## config.mk

```make
export PLATFORM = sky130hd
export DESIGN_NAME = mux_arb_reg8
export DESIGN_NICKNAME = d
export VERILOG_FILES = /design/src/rtl/mux_arb_reg8_pkg.sv /design/src/rtl/mux16to8.sv /design/src/rtl/mux_arb_reg8.sv
export SDC_FILE = /design/constraint.sdc
export NUM_CORES = 1
export LEC_CHECK = 0
export BUFFER_PORTS_ARGS = -buffer_cell sky130_fd_sc_hd__buf_4
export CORE_MARGIN = 10
export CORE_UTILIZATION = 45
export DETAILED_ROUTE_END_ITERATION = 6
export PLACE_DENSITY = 0.75
export SETUP_SLACK_MARGIN = 0.02
export SYNTH_ARGS = -nofsm -noshare
export SYNTH_HDL_FRONTEND = slang
export SYNTH_HIERARCHICAL = 1
export SYNTH_SLANG_ARGS = --single-unit
export TNS_END_PERCENT = 100
```

## constraint.sdc

```tcl
create_clock -name clk -period 3.95 [get_ports clk]
set_clock_uncertainty 0.05 [all_clocks]
set_input_delay 0.5925 -clock clk [delete_from_list [all_inputs] [get_ports clk]]
set_output_delay 0.5925 -clock clk [all_outputs]
set_load 0.05 [all_outputs]
```

## src/rtl/mux_arb_reg8_pkg.sv

```systemverilog
// Shared definitions for the two-channel arbitrated output register.
//   WIDTH_DEF : default payload width of every channel
//   state_t   : output-register occupancy (EMPTY = no word held, FULL = word held)
//   sel_t     : channel select encoding (SEL_A = 0, SEL_B = 1)
package mux_arb_reg8_pkg;

  localparam int unsigned WIDTH_DEF = 8;

  typedef enum logic {
    ST_EMPTY = 1'b0,
    ST_FULL  = 1'b1
  } state_t;

  typedef enum logic {
    SEL_A = 1'b0,
    SEL_B = 1'b1
  } sel_t;

endpackage

```

## src/rtl/mux16to8.sv

```systemverilog
// 2:1 payload multiplexer (two WIDTH-bit inputs folded to one output).
//   a : input selected when s = 0
//   b : input selected when s = 1
//   s : select
//   y : selected payload
module mux16to8 #(
  parameter int unsigned WIDTH = 8
) (
  input  logic [WIDTH-1:0] a,
  input  logic [WIDTH-1:0] b,
  input  logic             s,
  output logic [WIDTH-1:0] y
);

  assign y = s ? b : a;

endmodule

```

## src/rtl/mux_arb_reg8.sv

```systemverilog
// Two-channel round-robin arbiter feeding a single registered output stage.
//   clk, rst            : clock, synchronous active-high reset
//   a_data/a_valid      : channel A offer;  a_ready : A accepted this cycle
//   b_data/b_valid      : channel B offer;  b_ready : B accepted this cycle
//   sel                 : combinational select (granted channel, else last grant)
//   out_data/out_valid  : registered payload and occupancy
//   out_ready           : consumer takes out_data this cycle
//   cnt_a/cnt_b         : wrapping 8-bit counts of accepted transfers
module mux_arb_reg8
  import mux_arb_reg8_pkg::*;
#(
  parameter int unsigned WIDTH = WIDTH_DEF
) (
  input  logic             clk,
  input  logic             rst,
  input  logic [WIDTH-1:0] a_data,
  input  logic             a_valid,
  output logic             a_ready,
  input  logic [WIDTH-1:0] b_data,
  input  logic             b_valid,
  output logic             b_ready,
  output logic             sel,
  output logic [WIDTH-1:0] out_data,
  output logic             out_valid,
  input  logic             out_ready,
  output logic [7:0]       cnt_a,
  output logic [7:0]       cnt_b
);

  state_t           r_state;
  state_t           w_state_nxt;
  sel_t             r_last;
  sel_t             w_sel;
  logic [WIDTH-1:0] r_out_data;
  logic [7:0]       r_cnt_a;
  logic [7:0]       r_cnt_b;
  logic             w_load_en;
  logic             w_grant_a;
  logic             w_grant_b;
  logic             w_grant;
  logic [WIDTH-1:0] w_mux_data;

  // rst gates the load enable so no ready is raised during reset.
  assign w_load_en = ~rst & ((r_state == ST_EMPTY) | out_ready);

  // On a tie the channel that did not win last time is granted.
  assign w_grant_a = w_load_en & a_valid & (~b_valid | (r_last == SEL_B));
  assign w_grant_b = w_load_en & b_valid & (~a_valid | (r_last == SEL_A));
  assign w_grant   = w_grant_a | w_grant_b;

  assign w_sel = w_grant_b ? SEL_B : (w_grant_a ? SEL_A : r_last);

  mux16to8 #(
    .WIDTH(WIDTH)
  ) u_mux (
    .a(a_data),
    .b(b_data),
    .s(sel),
    .y(w_mux_data)
  );

  always_comb begin
    w_state_nxt = r_state;
    unique case (r_state)
      ST_EMPTY: if (w_grant) w_state_nxt = ST_FULL;
      ST_FULL:  if (out_ready && !w_grant) w_state_nxt = ST_EMPTY;
      default:  w_state_nxt = ST_EMPTY;
    endcase
  end

  always_ff @(posedge clk) begin
    if (rst) r_state <= ST_EMPTY;
    else     r_state <= w_state_nxt;
  end

  always_ff @(posedge clk) begin
    if (rst) begin
      r_out_data <= '0;
      r_last     <= SEL_B;
      r_cnt_a    <= '0;
      r_cnt_b    <= '0;
    end else begin
      if (w_grant) begin
        r_out_data <= w_mux_data;
        r_last     <= w_sel;
      end
      if (w_grant_a) r_cnt_a <= r_cnt_a + 8'd1;
      if (w_grant_b) r_cnt_b <= r_cnt_b + 8'd1;
    end
  end

  assign a_ready   = w_grant_a;
  assign b_ready   = w_grant_b;
  assign sel       = w_sel;
  assign out_data  = r_out_data;
  assign out_valid = (r_state == ST_FULL);
  assign cnt_a     = r_cnt_a;
  assign cnt_b     = r_cnt_b;

endmodule

```

# Yosys cells after proc, flatten, opt, wreduce, memory -nomap -nowiden
# Cells that the tools add are included.
# word_totals
word_cells	29
out_inout_bits	28
in_bits	21
register_bits	26
# classes
n_bitwise	14
reduce_logical	2
add_sub_neg	2
n_mux	6
# op_table
op	count
adder 8 x 1 -> 8 bit (second input constant)	2
2-to-1 mux 8 bit	1
AND 1 bit	5
inverter 1 bit	5
2-to-1 mux 1 bit	4
bitwise OR 1 bit	4
case mux 1 bit (2 select lines)	1
logical AND 1 bit	1
zero test 1 bit	1

# Depth between registers and ports, before layout
# logic_depth
depth_word	10
depth_mapped	8
depth_no_buf	7

# Modules after synthesis
# The synthesis kept the hierarchy.
# by_module_without_submodules
mod	area_per_inst_um2	n_inst	cells_each
mux_arb_reg8	1116.1	1	121
mux16to8	131.4	1	9

# Worst setup path after synthesis
# OpenSTA, ideal clock, no wires.
# synth_path
kind	register to register
start	register r_state, in the netlist out_valid
end	register r_out_data[0], in the netlist out_data[0]
t_arrival_ps	2191
synth_period_minus_slack_ps	2369
t_required_ps	3772
setup_ps	128
path_buffers	1
slack_ps	1581
stages_incl_launch_ff	9
path_cell_list	dfxtp_1 -> nor2b_4 -> nor2_1 -> nand2_1 -> a22o_1 -> buf_6 -> mux2_4 -> mux2i_1 -> nor2_1
# synth_via
elab_chain_len	8
# synth_rtl
element	line_no	rtl
from (decl)	mux_arb_reg8.sv:30	state_t r_state;
from (signal assigned)	mux_arb_reg8.sv:73	else r_state <= w_state_nxt;
inverter 1 bit *	mux_arb_reg8.sv:44	assign w_load_en = ~rst & ((r_state == ST_EMPTY) | out_ready);
bitwise OR 1 bit *	mux_arb_reg8.sv:44	
AND 1 bit *	mux_arb_reg8.sv:44	
AND 1 bit (2 in series)	mux_arb_reg8.sv:47	assign w_grant_a = w_load_en & a_valid & (~b_valid | (r_last == SEL_B));
2-to-1 mux 1 bit	mux_arb_reg8.sv:51	assign w_sel = w_grant_b ? SEL_B : (w_grant_a ? SEL_A : r_last);
2-to-1 mux 1 bit *	mux_arb_reg8.sv:51	
via sel	mux_arb_reg8.sv:22	output logic sel,
2-to-1 mux 8 bit *	mux16to8.sv:15	assign y = s ? b : a;
via w_mux_data[0]	mux_arb_reg8.sv:41	logic [WIDTH-1:0] w_mux_data;
to (signal assigned)	mux_arb_reg8.sv:84	r_out_data <= w_mux_data;
to (decl)	mux_arb_reg8.sv:34	logic [WIDTH-1:0] r_out_data;
# Mark *: on every way through the listed nets, which the timed path passes. The rest lies on a longest branch.
# A chain may end at the register's enable or synchronous reset.

# Worst setup path in the final report
# layout_path
start	input port b_valid
end	output port a_ready
# layout_via
elab_chain_len	3
# layout_rtl
element	line_no	rtl
from (decl)	mux_arb_reg8.sv:20	input logic b_valid,
inverter 1 bit	mux_arb_reg8.sv:47	
bitwise OR 1 bit	mux_arb_reg8.sv:47	
AND 1 bit	mux_arb_reg8.sv:47	
to (decl)	mux_arb_reg8.sv:18	output logic a_ready,
# Every way passes these cells.

==> results.env <==
DIE_AREA_UM2=5280
SETUP_REPAIR_AFTER_GLOBAL_ROUTING_MISSED_ITS_MARGIN='false'
ROUTED-VIA-COUNT=1141
TIMING.CRITICAL_PATH.CELLS='buf_4 -> nor2b_1 -> or4b_1 -> inv_1 -> buf_4'
SYNTH_SEQUENTIAL_AREA_RATIO=0.417
SYNTH_CELL_TYPES=33
TIMING.FMAX_GHz=0.392
ANTENNA_LEFT=0
FINAL_MIN_PERIOD_OVER_CLOCK_PERIOD=0.646
ANTENNA_VIOLATIONS_BEFORE_REPAIR=0
LAYOUT-DRIVE-GT1-SHARE=0.358
SYN-INSTANCE-COUNT=130
TIMING.HOLD.WORST.CLASS='reg -> reg'
DRTITER0DRC=96
LEAKAGEPOWER_nW=0.731
CRITICAL_PATH.N_BUFFERS_INVERTERS=3
CLKLATENCYLATEPIN_PS=320
POST_CTS_HOLD_BUFFER_COUNT=0
PERIOD_NEEDED_PS=2550
GRT_MAX_DEGREE=27
TIMING.RR.END='out_data[3]$_SDFFE_PP0P_'
REG2REG_SETUP_SLACK_PS=1990
WIRE_PER_INST_UM=14.9
TIMING.CRITICAL_PATH.FROM_TYPE='input port'
CTS_MAX_LEVEL=1
RR_WORST_DEPTH=7
LAYOUT-AREA-OVERHEAD-VS-SYNTH_PCT=31.7
TIMING.HOLD.WORST_PATH_DEPTH=2
GP_CONGESTION=0.768
OVERFLOW=0
TIMING.MAX_CAP.VIOLATIONS=0
TRITONCTS='yes'
SETUP.WORST_PATH.END_CLASS='output pin'
P_PER_AREA_nW_PER_UM2=326
CTSROOTBUFFERMASTER='clkbuf_4'
ASYNCSETRESETFLOPFRACSYNTH=0
PLACE.PORT_BUFFERS=48
GROUTE.USAGE.OVERALL=0.118
START_UTIL=0.460
SYNTH_TOP_AREA_CELL='dfxtp_1'
FIN_UTIL=0.606
FINAL_NET_COUNT=201
MAPPED_NETS=153
CTS.SINK_COUNT=26
FLOORPLAN.CORE_AREA_UM2=2710
MOST_COMMON_CELL_IN_THE_SYNTHESIZED_NETLIST='dfxtp_1'
POST_CTS.RESIZED_INSTANCES=0
IO_PINS=49
FINALHOLDVIOLCOUNT=0
YOSYS_REGISTER_BITS=26
HOLD-WORST-SLACK_PS=450
CRITICAL_PATH_ARRIVAL_PS=1910
CTS_MAX_PATH_BUFFERS=2
WORST_EP_REQUIRED_TIME_PS=3310
AVERAGE_SIZE_OF_A_MAPPED_CELL_UM2=9.60
PLACED_CELLS=204
CRITICAL_R2R_LAUNCH='out_valid$_SDFF_PP0_'
MAX_SLEW.WORST_PIN.SLEW_PS=556
DIODES=0
SYNTH_FLOP_CELL='dfxtp_1'
WIRELENGTH_MM=3.09
CRIT_PATH_MAX_INCR_DELAY_PS=630
HORIZ_DIE_DIM_UM=72.7
CTS_MADE_BUFFERS=3
VIAS_PER_CELL=5.51
DIE_H_UM=72.7
CELL_TYPES_WITH_THE_HIGHEST_COUNTS_AFTER_SYNTHESIS='dfxtp_1 (26), nor2_1 (14), nand2_1 (10)'
SYNTHESIS.YOSYS.WARNINGS=6
SLEW-LIMIT-HEADROOM=0.629
PEAKVDDDROP_mV=0.207
DETAILEDROUTE.FIRSTPASSITERATIONCOUNT=4
P_TOTAL_W=0.000535
LAYOUT.CELLS.NON_FILLER=207
STATUS='finished clean'
FINAL_HPWL_FROM_DETAILED_PLACEMENT_MM=2.46
FINAL-MAX-SLEW-VIOLATION-COUNT=0
FIRST_GLOBAL_VIAS=1192
SYN-CELL-AREA_UM2=1250
SYNTH_EDF_COUNT=0
LARGEST_DELAY_CONTRIBUTOR_FAMILY_ON_THE_CRITICAL_PATH='simple AND/OR/NAND/NOR gates'
PATH_COMMON_CELL='buf_4'
WORST_SETUP_HOLD_PATH_CLK_SLEW_PS=130
GRT_PASS1_WL_MM=5.27
CRITICALPATHCATEGORY='in -> out'
WORSTPATHMAXFANOUT=9
SETUP_VIOLATIONS=0
PLACEMENT_ROWS=19
CRITICAL_PATH.SLOWEST_CELL='or4b_1'
MIN-DELAY-START='cnt_b[7]$_SDFFE_PP0P_'
SETUP_TNS_PS=0
HOLD_PATH_END='cnt_b[7]$_SDFFE_PP0P_'
SYNTH_AREA_LEADERS='dfxtp_1 (42%), mux2_4 (9.6%), mux2i_1 (6.4%)'
POST-CTS-SETUP-BUFFER-COUNT=0
SYNTHDOMINANTCELLAREASHARE=0.417
DRC_ERRORS=0
## per-stage QoR
stage | area [um2] | setup slack (ps)
after global placement | 1620 | 1450
after global routing | 1640 | 1250
after detailed placement | 1620 | 1400
after floorplan | 1250 | 1580
final | 1640 | 1400
after CTS | 1640 | 1380
## worst reg2reg max path: stages (launching register included)
cell and delay [ps]:
dfxtp_1 370, nor2b_4 220, nor2_1 90, nand2_1 100, a22o_1 490, mux2_4 350
mux2i_1 140, nor2_1 60
## registers in the layout, summed over array words and instances, names as in the netlist
name and cells:
cnt_a 8, r_last 1, out_data 8, out_valid 1, cnt_b 8
## layer usage
metal | global-route usage | up-vias | part of all wire
li1 | - | 572 | -
met1 | 0.135 | 534 | 0.44
met2 | 0.197 | 33 | 0.47
met3 | 0.0517 | 2 | 0.084
met4 | 0.0295 | 0 | 0.0032
met5 | 0 | - | 0
## cell usage in the layout, fill, tap and decap left out, types with 2 or more instances in the layout
cell type  instances
nand2_1           10
nand4_1            2
dfxtp_1           26
buf_4             49
inv_1              4
a21oi_1            5
o31ai_1            5
nor2_1            14
o21ai_0            4
mux2i_1            8
ha_1               2
o41ai_1            2
mux2_4             8
or3_1              4
clkbuf_4           3
xnor2_1            3
o311ai_0           2
nand3_1            7
o211ai_1           3
or4_1              3
## how the worst max path moves through the flow
stage / start / endpoint / slack (ps) / depth (start not counted)
finish: b_valid / a_ready / 1400 / 5
global placement: rst / a_ready / 1450 / 4
floorplan: out_valid$_SDFF_PP0_ / out_data[0]$_SDFFE_PP0P_ / 1580 / 8
CTS: out_valid$_SDFF_PP0_ / sel / 1380 / 5
global route: out_valid$_SDFF_PP0_ / sel / 1250 / 5
detailed placement: b_valid / a_ready / 1400 / 5
## logic make-up after synthesis
family                   count (synthesis)  synth area share
AO/OA/AOI/OAI                           25             0.141
XOR/XNOR                                 4            0.0281
adder cells (fa/ha/maj)                  2            0.0201
buffers and inverters                   10            0.0391
flip-flops                              26             0.417
multiplexers                            16             0.160
AND/OR/NAND/NOR                         47             0.194
## final cells by class
cell class                      count  area, um2
Sequential cell                    26        520
Clock buffer                        3       22.5
Multi-Input combinational cell     94        678
Tap cell                           31       38.8
Inverter                            4       15.0
Timing Repair Buffer               49        368
Fill cell                         251       1070
## report_power, final
group	switching, W	internal, W
registers	0.00000962	0.000273
clock network	0.0000769	0.0000358
logic	0.0000807	0.0000586
total	0.000167	0.000368
No activity file was read; power rests on OpenSTA's default activity.
